### config.mk
export PLATFORM = sky130hd
export DESIGN_NAME = yarp_instr_fetch
export DESIGN_NICKNAME = d
export VERILOG_FILES = /design/src/rtl/yarp_pkg.sv /design/src/rtl/yarp_instr_fetch.sv
export SDC_FILE = /design/constraint.sdc
export NUM_CORES = 1
export LEC_CHECK = 0
export CELL_PAD_IN_SITES_DETAIL_PLACEMENT = 1
export CELL_PAD_IN_SITES_GLOBAL_PLACEMENT = 2
export CORE_UTILIZATION = 25
export CTS_CLUSTER_DIAMETER = 80
export DETAILED_ROUTE_END_ITERATION = 8
export PLACE_DENSITY = 0.89
export SYNTH_ARGS = -nofsm -noshare
export SYNTH_HDL_FRONTEND = slang
export SYNTH_SLANG_ARGS = --single-unit
### constraint.sdc
create_clock -name clk -period 2.9 [get_ports clk]
set_input_delay 0.435 -clock clk [delete_from_list [all_inputs] [get_ports clk]]
set_output_delay 0.435 -clock clk [all_outputs]
set_load 0.03 [all_outputs]
### src/rtl/yarp_pkg.sv
// Shared YARP core definitions: fetch FSM states, instruction width
// constants, default reset PC and PC alignment helpers.
package yarp_pkg;

    typedef enum logic [1:0] {
        S_REQ,
        S_WAIT,
        S_HOLD,
        S_DROP
    } fetch_state_t;

    localparam int unsigned INSTR_BYTES = 4;

    localparam logic [31:0] DEFAULT_RESET_PC = 32'h0000_0000;

    function automatic logic [31:0] align_pc(input logic [31:0] addr);
        return {addr[31:2], 2'b00};
    endfunction

    function automatic logic is_misaligned(input logic [31:0] addr);
        return |addr[1:0];
    endfunction

endpackage

### src/rtl/yarp_instr_fetch.sv
// YARP instruction fetch: owns the PC, issues one outstanding imem request
// at a time, hands each instruction and its PC to decode, and takes
// redirects from execute, dropping any response that a redirect superseded.
//
// Ports:
//   clk, reset          core clock, synchronous active-high reset
//   imem_req_*          request channel (valid/ready, word address)
//   imem_rsp_*          response channel (one valid pulse per request)
//   redirect_i/_pc_i    taken branch/jump and its target
//   instr_*             instruction + PC to decode (valid/ready)
//   misaligned_o        sticky flag: a redirect target was not word aligned
module yarp_instr_fetch
    import yarp_pkg::*;
#(
    parameter logic [31:0] RESET_PC = DEFAULT_RESET_PC
) (
    input  logic        clk,
    input  logic        reset,
    output logic        imem_req_valid_o,
    input  logic        imem_req_ready_i,
    output logic [31:0] imem_req_addr_o,
    input  logic        imem_rsp_valid_i,
    input  logic [31:0] imem_rsp_data_i,
    input  logic        redirect_i,
    input  logic [31:0] redirect_pc_i,
    output logic        instr_valid_o,
    input  logic        instr_ready_i,
    output logic [31:0] instr_o,
    output logic [31:0] instr_pc_o,
    output logic        misaligned_o
);

    fetch_state_t state;
    fetch_state_t state_next;

    logic [31:0] pc;
    logic [31:0] pc_next;
    logic [31:0] instr_q;
    logic [31:0] instr_pc_q;
    logic        misaligned_q;
    logic        capture;
    logic        req_valid;
    logic        hold_valid;

    always_ff @(posedge clk) begin
        if (reset) begin
            state <= S_REQ;
            pc    <= align_pc(RESET_PC);
        end else begin
            state <= state_next;
            pc    <= pc_next;
        end
    end

    always_ff @(posedge clk) begin
        if (reset) begin
            instr_q    <= '0;
            instr_pc_q <= '0;
        end else if (capture) begin
            instr_q    <= imem_rsp_data_i;
            instr_pc_q <= pc;
        end
    end

    always_ff @(posedge clk) begin
        if (reset) begin
            misaligned_q <= 1'b0;
        end else if (redirect_i && is_misaligned(redirect_pc_i)) begin
            misaligned_q <= 1'b1;
        end
    end

    // A redirect always wins the PC update; the state transitions below
    // only decide whether an in-flight response still has to be drained.
    always_comb begin
        state_next = state;
        pc_next    = pc;
        capture    = 1'b0;
        req_valid  = 1'b0;
        hold_valid = 1'b0;

        unique case (state)
            S_REQ: begin
                req_valid = 1'b1;
                if (redirect_i) begin
                    state_next = imem_req_ready_i ? S_DROP : S_REQ;
                end else if (imem_req_ready_i) begin
                    state_next = S_WAIT;
                end
            end
            S_WAIT: begin
                if (redirect_i) begin
                    state_next = imem_rsp_valid_i ? S_REQ : S_DROP;
                end else if (imem_rsp_valid_i) begin
                    capture    = 1'b1;
                    state_next = S_HOLD;
                end
            end
            S_HOLD: begin
                hold_valid = 1'b1;
                if (redirect_i) begin
                    state_next = S_REQ;
                end else if (instr_ready_i) begin
                    pc_next    = pc + 32'(INSTR_BYTES);
                    state_next = S_REQ;
                end
            end
            S_DROP: begin
                if (imem_rsp_valid_i) begin
                    state_next = S_REQ;
                end
            end
        endcase

        if (redirect_i) begin
            pc_next = align_pc(redirect_pc_i);
        end
    end

    assign imem_req_valid_o = req_valid & ~reset;
    assign imem_req_addr_o  = pc;
    assign instr_valid_o    = hold_valid & ~reset;
    assign instr_o          = instr_q;
    assign instr_pc_o       = instr_pc_q;
    assign misaligned_o     = misaligned_q;

endmodule

==> out/qor.csv, run 1 <==
metric;value;unit
p_seq_share;42.3;%
ys_warn_count;0;
clk_pin_slew;70;ps
via_per_inst;4.609;
end_kind;primary output;
final_antenna_net_count;0;
post_cts_resized;0;
drt-initial-drc-count;174;
drive_above_1_share;5.506;%
reg2reg_from;state[1];
wl_met2;7082;um
insertion_delay;360;ps
hold_viol;0;
tightest_slew;617.1;ps
highest_layer;met4;
synth_ff_type;dfxtp_1;
yosysSeqAreaShare;45.31;%
clockBufferDepth;2;
synth.distinct_cells;42;
syn_inst;522;
row_count;47;
ys_async_sr_fraction;0;%
numClockSinks;95;
tns;0;ps
max-cap-violations;0;
die_height;131.6;um
rrSetupSlack;820;ps
htreeDepth;3;
insertedDiodeCount;0;
synth_top_cell_area_share;45.31;%
vdd_drop_max;0.0002883;V
synth_area_leaders;dfxtp_1 45%, nand2_1 12%, a21oi_1 9.9%;
ys_ff_latch;95;
initial_utilization;25.49;%
routed_wirelength;13840;um
ios;169;
timing.final.crit_period;2320;ps
core_area;16470;um2
gp_congestion;0.7108;
syn_to_final_growth;51.71;%
cts_buffers;9;
synth_area_per_cell;8.042;um2
rsz0062_at_grt;false;
clkPwrFrac;44.1;%
p_per_area;525.2;nW/um2
setup_violations;0;
power.internal;2.496;mW
cts_setup_buffers;0;
worst_setup_path_start_kind;flip-flop;
wl_met1;5609;um
port_buffers;164;
cts_tree;built;
power;3.345;mW
antenna_found_initial;0;
grt_use_total;16.32;%
max_freq;431.1;MHz
p_leak;2.283;nW
status;complete, no violations;
nets;738;
startpoint;state[1];
worstPathArrival;1880;ps
cts_root_buffer;clkbuf_16;
dieArea;17310;um2
grt_pass1_vias;4290;
postCtsHoldBufs;0;
holdCritPathClass;reg2reg;
met3_length;846;um
finalMaxSlewViolations;0;
power_frac_comb;13.6;%
die_w;131.6;um
swShare;25.37;%
worstHoldStart;instr_pc_o[12];
synth_area;4198;um2
remaining_drc_errors;0;
synth.most_common_cell;nand2_1;
skew;7.657;ps
cp_max_fo;10;
grt_overflow;0;
grt_max_degree;58;
synth_edf_count;0;
dr.pass1.iters;4;
grt_pass1_wl;22320;um
wl_per_cell;15.51;um
slew_headroom;58.86;%
yosys-top-cells-count;137 x nand2_1, 95 x dfxtp_1, 83 x a21oi_1, 26 x clkbuf_1, 19 x inv_1;
synth_area_leader_cell;dfxtp_1;
path_class;reg2out;
p_switching;848.7;uW
crit_required;2470;ps
min_period_over_period;79.99;%
vias;4111;
dp_hpwl;10150;um
[cells in the final DEF (no fill, tap or decap), types with 2 or more instances in the layout]
master / synthesis / final
xnor2_1: 12 / 12
xor2_1: 14 / 14
nand2b_1: 2 / 2
nor3_1: 17 / 17
nor4_4: 4 / 4
nor2b_1: 6 / 6
mux2i_1: 7 / 7
dfxtp_1: 95 / 95
nand3_1: 9 / 8
a21oi_1: 83 / 83
o21a_1: 17 / 17
clkbuf_16: 0 / 9
clkdlybuf4s50_1: 0 / 162
and4_4: 2 / 2
o21ai_0: 2 / 2
nand2_1: 137 / 137
nand4_1: 10 / 10
and3_1: 4 / 4
and2_1: 4 / 4
bufinv_16: 0 / 4
nand4b_1: 2 / 2
inv_1: 19 / 19
nor2_1: 18 / 18
nand3_4: 2 / 2
buf_4: 6 / 6
o22ai_1: 2 / 2
conb_1: 1 / 4
nor4_1: 2 / 2
[final cells by class]
class / instances / area [um2]
Inverter: 19 / 71.32
Multi-Input combinational cell: 372 / 2067
Clock buffer: 10 / 229.0
Tap cell: 220 / 275.3
Timing Repair Buffer: 170 / 1692
Clock inverter: 6 / 132.6
Fill cell: 1941 / 10100
Sequential cell: 95 / 1902
[state kept, by name, indices dropped and copies added (netlist names)]
name and flops:
instr_pc_o 30, instr_o 32, state 2, imem_req_addr_o 30, misaligned_o 1
[logic make-up (layout without fill, tap and decap cells)]
kind of cell	count (synthesis)	count (layout)	synth area share, %
compound gates	108	108	14.49
mux	7	7	1.669
buf+inv	58	205	5.991
other cells	1	4	0.08933
xor+xnor	26	26	5.425
flops	95	95	45.31
fa+ha+maj	1	1	0.2980
simple gates	226	226	26.74
[power groups by stage]
stage	clock network, mW	registers, mW	logic, mW
global route	1.57	1.43	0.488
finish	1.48	1.42	0.454
global placement	0	1.44	0.449
detailed placement	0	1.45	0.459
CTS	1.51	1.42	0.461
floorplan	0	1.50	0.168
[stage by stage]
stage          utilization [%]  setup slack, ps  std cells  hold slack [ps]  instance area (um2)
6_report                 38.68            580.2        892            454.9                 6369
4_1_cts                  38.68            545.7        892            457.4                 6369
5_1_grt                  38.68            453.6        892            478.8                 6369
3_3_place_gp             36.48            525.5        876            434.9                 6007
2_1_floorplan                -             1020        525            570.8                 4209
3_5_place_dp             36.48            427.1        876            448.1                 6007
[routing by layer]
metal / track usage, % / vias up
met5: 0 / -
met4: 6.331 / 0
met3: 5.324 / 22
met2: 28.75 / 100
met1: 18.06 / 1967
li1: - / 2022
[critical path, cell delays in order (launching register included)]
cell and delay, ps:
dfxtp_1 560, nand2b_1 140, nor2_1 130, clkdlybuf4s50_1 710
[final timing paths]
| path | end | cells after the start |
|---|---|---|
| max | instr_valid_o | 3 |
| min | instr_pc_o[12] | 2 |
| max reg2reg | imem_req_addr_o[30] | 5 |
| min reg2reg | instr_pc_o[12] | 2 |
(Power assumes the default switching activity.)
==> run 2, diff against run 1 <==
--- a/config.mk
+++ b/config.mk
@@ -7,10 +7,10 @@
 export LEC_CHECK = 0
 export CELL_PAD_IN_SITES_DETAIL_PLACEMENT = 1
 export CELL_PAD_IN_SITES_GLOBAL_PLACEMENT = 2
-export CORE_UTILIZATION = 25
+export CORE_UTILIZATION = 24
 export CTS_CLUSTER_DIAMETER = 80
 export DETAILED_ROUTE_END_ITERATION = 8
-export PLACE_DENSITY = 0.89
+export PLACE_DENSITY = 0.86
 export SYNTH_ARGS = -nofsm -noshare
 export SYNTH_HDL_FRONTEND = slang
 export SYNTH_SLANG_ARGS = --single-unit
==> constraint.sdc (replaced) <==
create_clock -name clk -period 2.4 [get_ports clk]
set_input_delay 0.36 -clock clk [delete_from_list [all_inputs] [get_ports clk]]
set_output_delay 0.36 -clock clk [all_outputs]
set_load 0.03 [all_outputs]
==> out/qor.csv, run 2 (synthesis results as in run 1) <==
metric;value;unit
core_area;16820;um2
final_antenna_net_count;0;
place_area;6045;um2
crit_required;2040;ps
path_class;reg2out;
hold_viol;0;
grt_max_degree;62;
crit_buf_inv;1;
power;3.959;mW
nets;743;
worstHoldStart;redirect_i;
max_freq;451.2;MHz
tightest_slew;664.7;ps
fin_area;6391;um2
cp_top_family;buffers and inverters;
vdd_drop_max;0.0003009;V
postLayoutSetupSlackWorst;183.7;ps
status;complete, no violations;
rsz0062_at_grt;false;
cp_max_fo;10;
worstPathArrival;1860;ps
insertion_delay;350;ps
grt_pass1_vias;4353;
grt_use_total;15.69;%
layout_common_cells;162 x clkdlybuf4s50_1, 137 x nand2_1, 95 x dfxtp_1;
postCtsHoldBufs;0;
dp_hpwl;10410;um
routed_wirelength;13880;um
post_cts_resized;0;
drive_above_1_share;6.204;%
syn_to_final_growth;52.25;%
wl_per_cell;15.47;um
cts_buffers;9;
slew_headroom;55.69;%
antenna_found_initial;1;
reg2reg_from;state[1];
insertedDiodeCount;0;
max-cap-violations;0;
startpoint;state[1];
end_kind;primary output;
cp_slowest_stage_delay;700;ps
min_period_over_period;92.34;%
htreeDepth;3;
tns;0;ps
path_cells;nand2b_1 -> nor2_1 -> clkdlybuf4s50_1;
cts_setup_buffers;0;
drt-initial-drc-count;120;
timing.final.crit_period;2216;ps
remaining_drc_errors;0;
grt_overflow;0;
clk_pin_slew;70;ps
largest_reg_flops;32;
die_w;134.3;um
dr.pass1.iters;4;
p_per_area;619.4;nW/um2
p_leak;2.306;nW
cts_root_buffer;clkbuf_16;
gp_congestion;0.7530;
port_buffers;164;
setup_violations;0;
worst_setup_path_start_kind;flip-flop;
initial_utilization;24.96;%
cts_tree;built;
ios;169;
holdCritPathClass;in2reg;
skew;9.040;ps
finalMaxSlewViolations;0;
dieArea;18020;um2
die_height;134.3;um
numClockSinks;95;
dp_slack;181.3;ps
vias;4124;
row_count;47;
final_common_cell;clkdlybuf4s50_1;
cpMaxStageDelayCell;clkdlybuf4s50_1;
clockBufferDepth;2;
via_per_inst;4.598;
grt_pass1_wl;22350;um
-- run 2: changes by cell type in the layout (fill, tap and decap cells not counted) --
cell / delta
clkinvlp_4: -1
bufinv_16: -1
clkbuf_8: +1
inv_6: +1
buf_4: +5
-- run 2: worst paths after layout --
path | endpoint | depth (start not counted) | slack, ps
worst max-delay path | instr_valid_o | 3 | 180
worst min-delay path | state[1] | 3 | 420
worst max register to register | imem_req_addr_o[30] | 5 | 500
worst min register to register | instr_o[22] | 2 | 460
-- run 2: tightest hold or removal path, stage by stage --
cell and delay [ps]:
buf_2 90, nor2_1 50, a311oi_1 210
-- run 2: per-stage QoR --
step           utilization (%)  hold slack [ps]  std cells
3_5_place_dp             35.94            451.7        881
6_report                 38.00            424.7        897
3_3_place_gp             35.94            436.8        881
5_1_grt                  38.00            440.8        897
4_1_cts                  38.00            411.0        897
2_1_floorplan                -            496.0        525
-- run 2: area by class of cell --
class / count / area (um2)
repair buffers: 175 / 1729
multi-input cells: 372 / 2067
fillers: 2005 / 10430
inverters: 19 / 71.32
well taps: 220 / 275.3
flip-flops and latches: 95 / 1902
clock buffers: 11 / 242.7
clock inverters: 5 / 103.9
-- run 2: per-layer routing --
| metal | track usage (%) | vias up | routed length (um) |
|---|---|---|---|
| li1 | - | 2034 | - |
| met1 | 17.98 | 1980 | 5847 |
| met2 | 28.04 | 96 | 7037 |
| met3 | 4.384 | 14 | 783 |
| met4 | 4.994 | 0 | 210 |
| met5 | 0 | - | 0 |
-- run 2: report_power, final --
group	leakage, nW	switching [mW]	total, mW	internal [mW]
clock	0.170	0.640	1.69	1.05
sequential	0.774	0.0801	1.71	1.63
combinational	1.36	0.290	0.558	0.268
==> run 3, diff against run 2 <==
--- a/config.mk
+++ b/config.mk
@@ -7,6 +7,7 @@
 export LEC_CHECK = 0
 export CELL_PAD_IN_SITES_DETAIL_PLACEMENT = 1
 export CELL_PAD_IN_SITES_GLOBAL_PLACEMENT = 2
+export CORE_ASPECT_RATIO = 0.8
 export CORE_UTILIZATION = 24
 export CTS_CLUSTER_DIAMETER = 80
 export DETAILED_ROUTE_END_ITERATION = 8
==> out/qor.csv, run 3 (synthesis results as in run 1) <==
metric;value;unit
vdd_drop_max;0.0003609;V
path_depth;3;
end_kind;primary output;
via_per_inst;4.607;
die_w;149.9;um
place_area;6052;um2
holdCritPathClass;in2reg;
crit_end;instr_valid_o;
vias;4137;
dp_hpwl;10410;um
slew_headroom;66.64;%
postLayoutSetupSlackWorst;216.3;ps
cts_root_buffer;clkbuf_16;
reg2reg_from;state[1];
hold_viol;0;
ios;169;
startpoint;state[1];
worst_setup_path_start_kind;flip-flop;
max-cap-violations;0;
grt_overflow;0;
grt_pass1_vias;4286;
numClockSinks;95;
cts_setup_buffers;0;
insertedDiodeCount;0;
rsz0062_at_grt;false;
dieArea;18030;um2
layout_common_cells;162 x clkdlybuf4s50_1, 137 x nand2_1, 95 x dfxtp_1;
clockBufferDepth;2;
tightest_slew;500.3;ps
grt_max_degree;51;
drt-initial-drc-count;217;
cp_max_fo;10;
tns;0;ps
postCtsHoldBufs;0;
p_per_area;603.8;nW/um2
port_buffers;164;
final_antenna_net_count;0;
setup_violations;0;
p_leak;2.297;nW
cpMaxStageDelayCell;clkdlybuf4s50_1;
dp_slack;159.1;ps
min_period_over_period;90.99;%
dr.pass1.iters;4;
gp_congestion;0.8004;
grt_pass1_wl;22580;um
path_class;reg2out;
timing.final.crit_period;2184;ps
post_cts_resized;0;
cts_buffers;9;
fin_area;6376;um2
htreeDepth;3;
max_freq;457.9;MHz
final_common_cell;clkdlybuf4s50_1;
crit_buf_inv;1;
initial_utilization;24.96;%
path_cells;nand2b_1 -> nor2_1 -> clkdlybuf4s50_1;
cp_slowest_stage_delay;700;ps
row_count;42;
die_height;120.3;um
wl_per_cell;15.94;um
drive_above_1_share;6.342;%
cp_top_family;buffers and inverters;
nets;744;
reg2reg_to;imem_req_addr_o[28];
clk_pin_slew;70;ps
skew;8.110;ps
status;complete, no violations;
insertion_delay;350;ps
antenna_found_initial;0;
largest_reg_flops;32;
crit_required;2040;ps
cts_tree;built;
syn_to_final_growth;51.89;%
r2r_cells;5;
remaining_drc_errors;0;
routed_wirelength;14320;um
rrSetupSlack;460;ps
core_area;16820;um2
finalMaxSlewViolations;0;
grt_use_total;16.26;%
worstPathArrival;1820;ps
[run 3: per-stage QoR]
stage | utilization, % | std cells | power (mW) | hold WS, ps
6_report | 37.92 | 898 | 3.850 | 390.0
3_3_place_gp | 35.99 | 882 | 2.306 | 431.7
5_1_grt | 37.92 | 898 | 4.022 | 383.5
4_1_cts | 37.92 | 898 | 3.910 | 385.6
3_5_place_dp | 35.99 | 882 | 2.319 | 447.6
2_1_floorplan | - | 525 | 2.021 | 496.0
[run 3: how the worst min path moves through the flow]
| stage | startpoint | depth (start not counted) | slack (ps) | to |
|---|---|---|---|---|
| after floorplan | imem_rsp_data_i[0] | 2 | 500 | instr_o[0] |
| after global placement | misaligned_o | 2 | 430 | misaligned_o |
| after detailed placement | instr_o[15] | 2 | 450 | instr_o[15] |
| after CTS | reset | 2 | 390 | instr_o[28] |
| after global routing | reset | 2 | 380 | instr_o[13] |
| final | reset | 2 | 390 | state[0] |
[run 3: final cells by class]
type | instances | area (um2)
inverters | 19 | 71.32
repair buffers | 176 | 1737
multi-input cells | 372 | 2067
clock buffers | 11 | 242.7
flip-flops and latches | 95 | 1902
fillers | 1987 | 10440
clock inverters | 5 | 81.33
well taps | 220 | 275.3
[run 3: layer usage]
metal	up-vias	GRT usage (%)	part of all wire, %
met3	10	4.566	5.8
li1	2045	-	-
met5	-	0	0
met1	1969	21.09	47
met2	113	26.33	46
met4	0	4.230	0.91
[run 3: power by group]
| part | switching, mW | total, mW | internal, mW |
|---|---|---|---|
| Sequential | 0.0793 | 1.71 | 1.63 |
| Clock | 0.628 | 1.57 | 0.942 |
| Combinational | 0.299 | 0.570 | 0.271 |
